**src/rtl/mem_port_arbiter.sv**
```systemverilog
// N-to-1 round-robin arbiter for core memory ports onto one shared memory port.
// Read ownership is tracked in an in-order FIFO so responses route back to the issuing port.
module mem_port_arbiter #(
  parameter int NUM_PORTS       = 2,
  parameter int MAX_OUTSTANDING = 4,
  parameter int ADDR_WIDTH      = 32,
  parameter int DATA_WIDTH      = 32
) (
  input  logic                                 CLK,
  input  logic                                 RST,
  input  logic [NUM_PORTS-1:0]                 S_RDEN,
  input  logic [NUM_PORTS*ADDR_WIDTH-1:0]      S_RIADDR,
  input  logic [NUM_PORTS-1:0]                 S_WREN,
  input  logic [NUM_PORTS*(DATA_WIDTH/8)-1:0]  S_WSTRB,
  input  logic [NUM_PORTS*ADDR_WIDTH-1:0]      S_WADDR,
  input  logic [NUM_PORTS*DATA_WIDTH-1:0]      S_WDATA,
  output logic [NUM_PORTS-1:0]                 S_WAIT,
  output logic [NUM_PORTS-1:0]                 S_RVALID,
  output logic [ADDR_WIDTH-1:0]                S_ROADDR,
  output logic [DATA_WIDTH-1:0]                S_RDATA,
  output logic                                 MEM_RDEN,
  output logic [ADDR_WIDTH-1:0]                MEM_RIADDR,
  input  logic                                 MEM_RVALID,
  input  logic [ADDR_WIDTH-1:0]                MEM_ROADDR,
  input  logic [DATA_WIDTH-1:0]                MEM_RDATA,
  output logic                                 MEM_WREN,
  output logic [DATA_WIDTH/8-1:0]              MEM_WSTRB,
  output logic [ADDR_WIDTH-1:0]                MEM_WADDR,
  output logic [DATA_WIDTH-1:0]                MEM_WDATA,
  input  logic                                 MEM_WAIT,
  output logic [$clog2(MAX_OUTSTANDING):0]     PENDING,
  output logic                                 ERR_SPURIOUS
);

  localparam int STRB  = DATA_WIDTH / 8;
  localparam int PTR_W = (NUM_PORTS > 1) ? $clog2(NUM_PORTS) : 1;
  localparam int FW    = $clog2(MAX_OUTSTANDING);
  localparam int CW    = FW + 1;

  logic [NUM_PORTS-1:0] req;
  logic [PTR_W-1:0]     rr_ptr;
  logic                 grant_valid;
  logic [PTR_W-1:0]     grant_idx;
  logic                 gr_rden;
  logic                 gr_wren;
  logic                 full;
  logic                 rd_blocked;
  logic                 accept;
  logic                 push;
  logic                 pop;
  logic [FW-1:0]        wr_ptr;
  logic [FW-1:0]        rd_ptr;
  logic [CW-1:0]        count;
  logic                 err_q;
  logic [PTR_W-1:0]     fifo_q [MAX_OUTSTANDING];

  assign req = S_RDEN | S_WREN;

  // Scan from the highest offset down so the lowest offset from rr_ptr wins.
  always_comb begin
    grant_valid = 1'b0;
    grant_idx   = '0;
    for (int k = NUM_PORTS - 1; k >= 0; k--) begin
      if (req[(int'(rr_ptr) + k) % NUM_PORTS]) begin
        grant_valid = 1'b1;
        grant_idx   = PTR_W'((int'(rr_ptr) + k) % NUM_PORTS);
      end
    end
  end

  assign gr_rden    = S_RDEN[grant_idx];
  assign gr_wren    = S_WREN[grant_idx];
  assign full       = (count == CW'(MAX_OUTSTANDING));
  assign rd_blocked = grant_valid & gr_rden & full;
  assign accept     = ~RST & grant_valid & ~MEM_WAIT & ~rd_blocked;
  assign push       = accept & gr_rden;
  assign pop        = ~RST & MEM_RVALID & (count != '0);

  // A blocked read also holds back its paired write so the write is not issued twice.
  assign MEM_RDEN   = ~RST & grant_valid & gr_rden & ~full;
  assign MEM_WREN   = ~RST & grant_valid & gr_wren & ~rd_blocked;
  assign MEM_RIADDR = S_RIADDR[int'(grant_idx)*ADDR_WIDTH +: ADDR_WIDTH];
  assign MEM_WADDR  = S_WADDR[int'(grant_idx)*ADDR_WIDTH +: ADDR_WIDTH];
  assign MEM_WDATA  = S_WDATA[int'(grant_idx)*DATA_WIDTH +: DATA_WIDTH];
  assign MEM_WSTRB  = S_WSTRB[int'(grant_idx)*STRB +: STRB];

  assign S_ROADDR     = MEM_ROADDR;
  assign S_RDATA      = MEM_RDATA;
  assign PENDING      = count;
  assign ERR_SPURIOUS = err_q;

  always_comb begin
    S_WAIT = '1;
    if (accept) S_WAIT[grant_idx] = 1'b0;
  end

  always_comb begin
    S_RVALID = '0;
    if (pop) S_RVALID[fifo_q[rd_ptr]] = 1'b1;
  end

  always_ff @(posedge CLK) begin
    if (RST) begin
      rr_ptr <= '0;
      wr_ptr <= '0;
      rd_ptr <= '0;
      count  <= '0;
      err_q  <= 1'b0;
    end else begin
      if (accept)
        rr_ptr <= (grant_idx == PTR_W'(NUM_PORTS - 1)) ? '0 : grant_idx + 1'b1;
      if (push) wr_ptr <= wr_ptr + 1'b1;
      if (pop)  rd_ptr <= rd_ptr + 1'b1;
      case ({push, pop})
        2'b10:   count <= count + 1'b1;
        2'b01:   count <= count - 1'b1;
        default: count <= count;
      endcase
      if (MEM_RVALID && count == '0) err_q <= 1'b1;
    end
  end

  always_ff @(posedge CLK) begin
    if (push) fifo_q[wr_ptr] <= grant_idx;
  end

endmodule

```
**config.mk**
```make
export PLATFORM = sky130hd
export DESIGN_NAME = mem_port_arbiter
export DESIGN_NICKNAME = d
export VERILOG_FILES = /design/src/rtl/mem_port_arbiter.sv
export SDC_FILE = /design/constraint.sdc
export NUM_CORES = 1
export LEC_CHECK = 0
export ABC_AREA = 1
export CAP_MARGIN = 15
export CORE_AREA = 5 5 170 172
export CTS_CLUSTER_DIAMETER = 40
export DETAILED_ROUTE_END_ITERATION = 8
export DIE_AREA = 0 0 175 177
export SLEW_MARGIN = 20
export SYNTH_ARGS = -nofsm -noshare
export SYNTH_HDL_FRONTEND = slang
export SYNTH_SLANG_ARGS = --single-unit
```
**constraint.sdc**
```tcl
create_clock -name CLK -period 2.9 [get_ports CLK]
set_input_delay 0.435 -clock CLK [delete_from_list [all_inputs] [get_ports CLK]]
set_output_delay 0.435 -clock CLK [all_outputs]
set_load 0.005 [all_outputs]
```
==> results_dict.tcl <==
set metrics [dict create \
    outcome "complete, no violations" \
    detail-route-antenna-nets 0 \
    crit_chain "clkdlybuf4s50_1 > nor2_2 > buf_4 > inv_2 > nand2_8 > clkinv_8 > clkbuf_16 > nand2_1 > nand2_1 > clkdlybuf4s50_1" \
    grt_pass1_wl_um 21900 \
    routabilityCongestion 0.757 \
    yosys-top-cells-count "324 x nand2_1, 65 x buf_4, 24 x inv_1" \
    synth_flop_cell "dfxtp_1" \
    num_vias 3835 \
    clockBufferDepth 2 \
    reg2reg_depth 11 \
    fin_cells 1101 \
    wirelength_um 17500 \
    insertion_delay_ns 0.24 \
    cts-htree-levels 1 \
    core-area_mm2 0.0273 \
    clock.fmax_mhz 354 \
    rsz0062_at_grt "yes" \
    crit_arrival_ns 2.39 \
    endpoint_kind "output port" \
    placed_cells 1087 \
    tightest_slew_ns 0.279 \
    clkTransAtPathRegs_ns 0.05 \
    ios 446 \
    die_y_um 177 \
    period_needed_ns 2.82 \
    crit_slowest_cell "clkdlybuf4s50_1" \
    synth.avg_cell_area_um2 5.32 \
    drt_iter0_drc 136 \
    skew_ns 0.00258 \
    crit_type "in2out" \
    async_flop_share 0 \
    synth.most_common_cell "nand2_1" \
    regToRegSetupSlack_ns 0.81 \
    num_antenna_cells 0 \
    synth_area_leaders "nand2_1 46%, buf_4 18%, dfxtp_1 8.3%" \
    ys_types 25 \
    cts_buffers 3 \
    drv_slew 0 \
    synth_nets 778 \
    area_delta_synth_final_pct 128 \
    yosys_warnings 0 \
    hold_ws_ns 0.455 \
    dieWidth_um 175 \
    synth-seq-cells 15 \
    fin_crit_sh 0.974 \
    cts_tree "yes" \
    crit_cells 10 \
    power_leakage_nw 2.73 \
    antenna_found_initial 0 \
    holdPathStages 2 \
    hpwl_um 13200 \
    drc 0 \
    cp_data_required_time_ns 2.47 \
    synth_area_leader_cell "nand2_1" \
    yosysSeqAreaShare 0.128 \
    grt_usage 0.0887 \
    die_area_mm2 0.0310 \
    fillCellCount 3053 \
    path_max_fanout 26 \
    grt_pass1_vias 3591 \
    placement.io_buffers 317 \
    max_slew_margin 0.812 \
    cts_sinks 15 \
    netlist_instances 500 \
    drt_first_pass_iters 4 \
    p_total_mw 1.60 \
    routed_via_density 3.48 \
    grt_overflow 0 \
    layout.nets 1034 \
    synth_top_area_frac 0.457 \
    slowest_delay_ns 0.50 \
    peakVddDrop_uv 188 \
    wl_per_cell_um 15.8 \
    timing.hold.worst.class "reg2reg" \
    power_density_mw_per_mm2 264 \
    maxCapViolCount 0 \
    netlist_area_mm2 0.00266 \
    cts-hold-fix-buffers 0 \
    start_util 0.0973 \
    worst-path-buf-inv 6 \
    synth_edf_count 4 \
    cts-root-buf "clkbuf_16" \
    drive_gt1_frac 0.0490 \
    grt_start_max_net_pins 54 \
    hold_violations 0 \
    setup_violations 0 \
    fp-row-count 61 \
    crit_family "buffers and inverters" \
    critPathLaunchType "input pin" \
]
## cell usage in the layout (no fill, tap or decap), types with 5 or more instances in the layout
master / instances
nand2_1: 323
clkbuf_16: 9
ha_1: 5
dfxtp_1: 11
buf_4: 8
nor2_1: 12
clkdlybuf4s50_1: 315
inv_1: 23
a21oi_1: 8
## per-stage QoR
| stage | cell area [um^2] | setup TNS, ns | setup slack [ns] | utilization |
|---|---|---|---|---|
| global route | 6070 | -0.0129 | -0.0129 | 0.222 |
| floorplan | 2660 | 0 | 0.848 | - |
| global placement | 5720 | -0.0649 | -0.0530 | 0.209 |
| CTS | 5800 | 0 | 0.0000813 | 0.212 |
| detailed placement | 5720 | -0.0348 | -0.0231 | 0.209 |
| finish | 6070 | 0 | 0.0765 | 0.222 |
## metal layers
metal  part of all wire  GRT usage  vias to the layer above  routed length (um)
met4             0.0093    0.00982                        0                 162
met3               0.12     0.0466                       16                2020
met2               0.47      0.149                      238                8140
li1                   -          -                     1934                   -
met5                  0          0                        -                   0
met1               0.41      0.104                     1647                7130
## path summary, 6_finish.rpt
path,end,startpoint
min reg2reg,ERR_SPURIOUS,ERR_SPURIOUS
min,ERR_SPURIOUS,ERR_SPURIOUS
max reg2reg,PENDING[2],PENDING[2]
max,MEM_RIADDR[27],S_RDEN[1]
## report_power, final
group          switching (mW)  internal (mW)
Sequential            0.00754          0.227
Combinational           0.422          0.681
Clock                  0.0821          0.184
Total                   0.511           1.09
## cell families (layout without fill, tap and decap cells)
logic type	Yosys count	after routing	synth area share
simple gates	352	352	0.516
fa+ha+maj	6	6	0.0311
buf+inv	113	368	0.296
compound gates	14	14	0.0296
flops	15	15	0.128
## worst reg2reg max path, delay by kind of cell (launching register included)
kind / cells / cell delay, ns
fa+ha+maj: 2 / 0.52
compound gates: 4 / 0.45
flops: 1 / 0.36
simple gates: 2 / 0.32
buf+inv: 3 / 0.31
## layout make-up
type	count	area, um^2	share of cell area
clock buffer	3	75.1	0.0124
clock inverter	1	5.00	0.000825
inverter	26	110	0.0181
multi-input combinational	372	1560	0.257
sequential	15	340	0.0561
tap	346	433	0.0713
timing repair buffer	338	3550	0.584
## repair_timing
item	CTS	global route
pin swaps	0	1
resized for setup	3	12
setup endpoints to repair	3	88
gates cloned	0	7
setup buffers	0	3
Power figures use the tool's default switching activity.
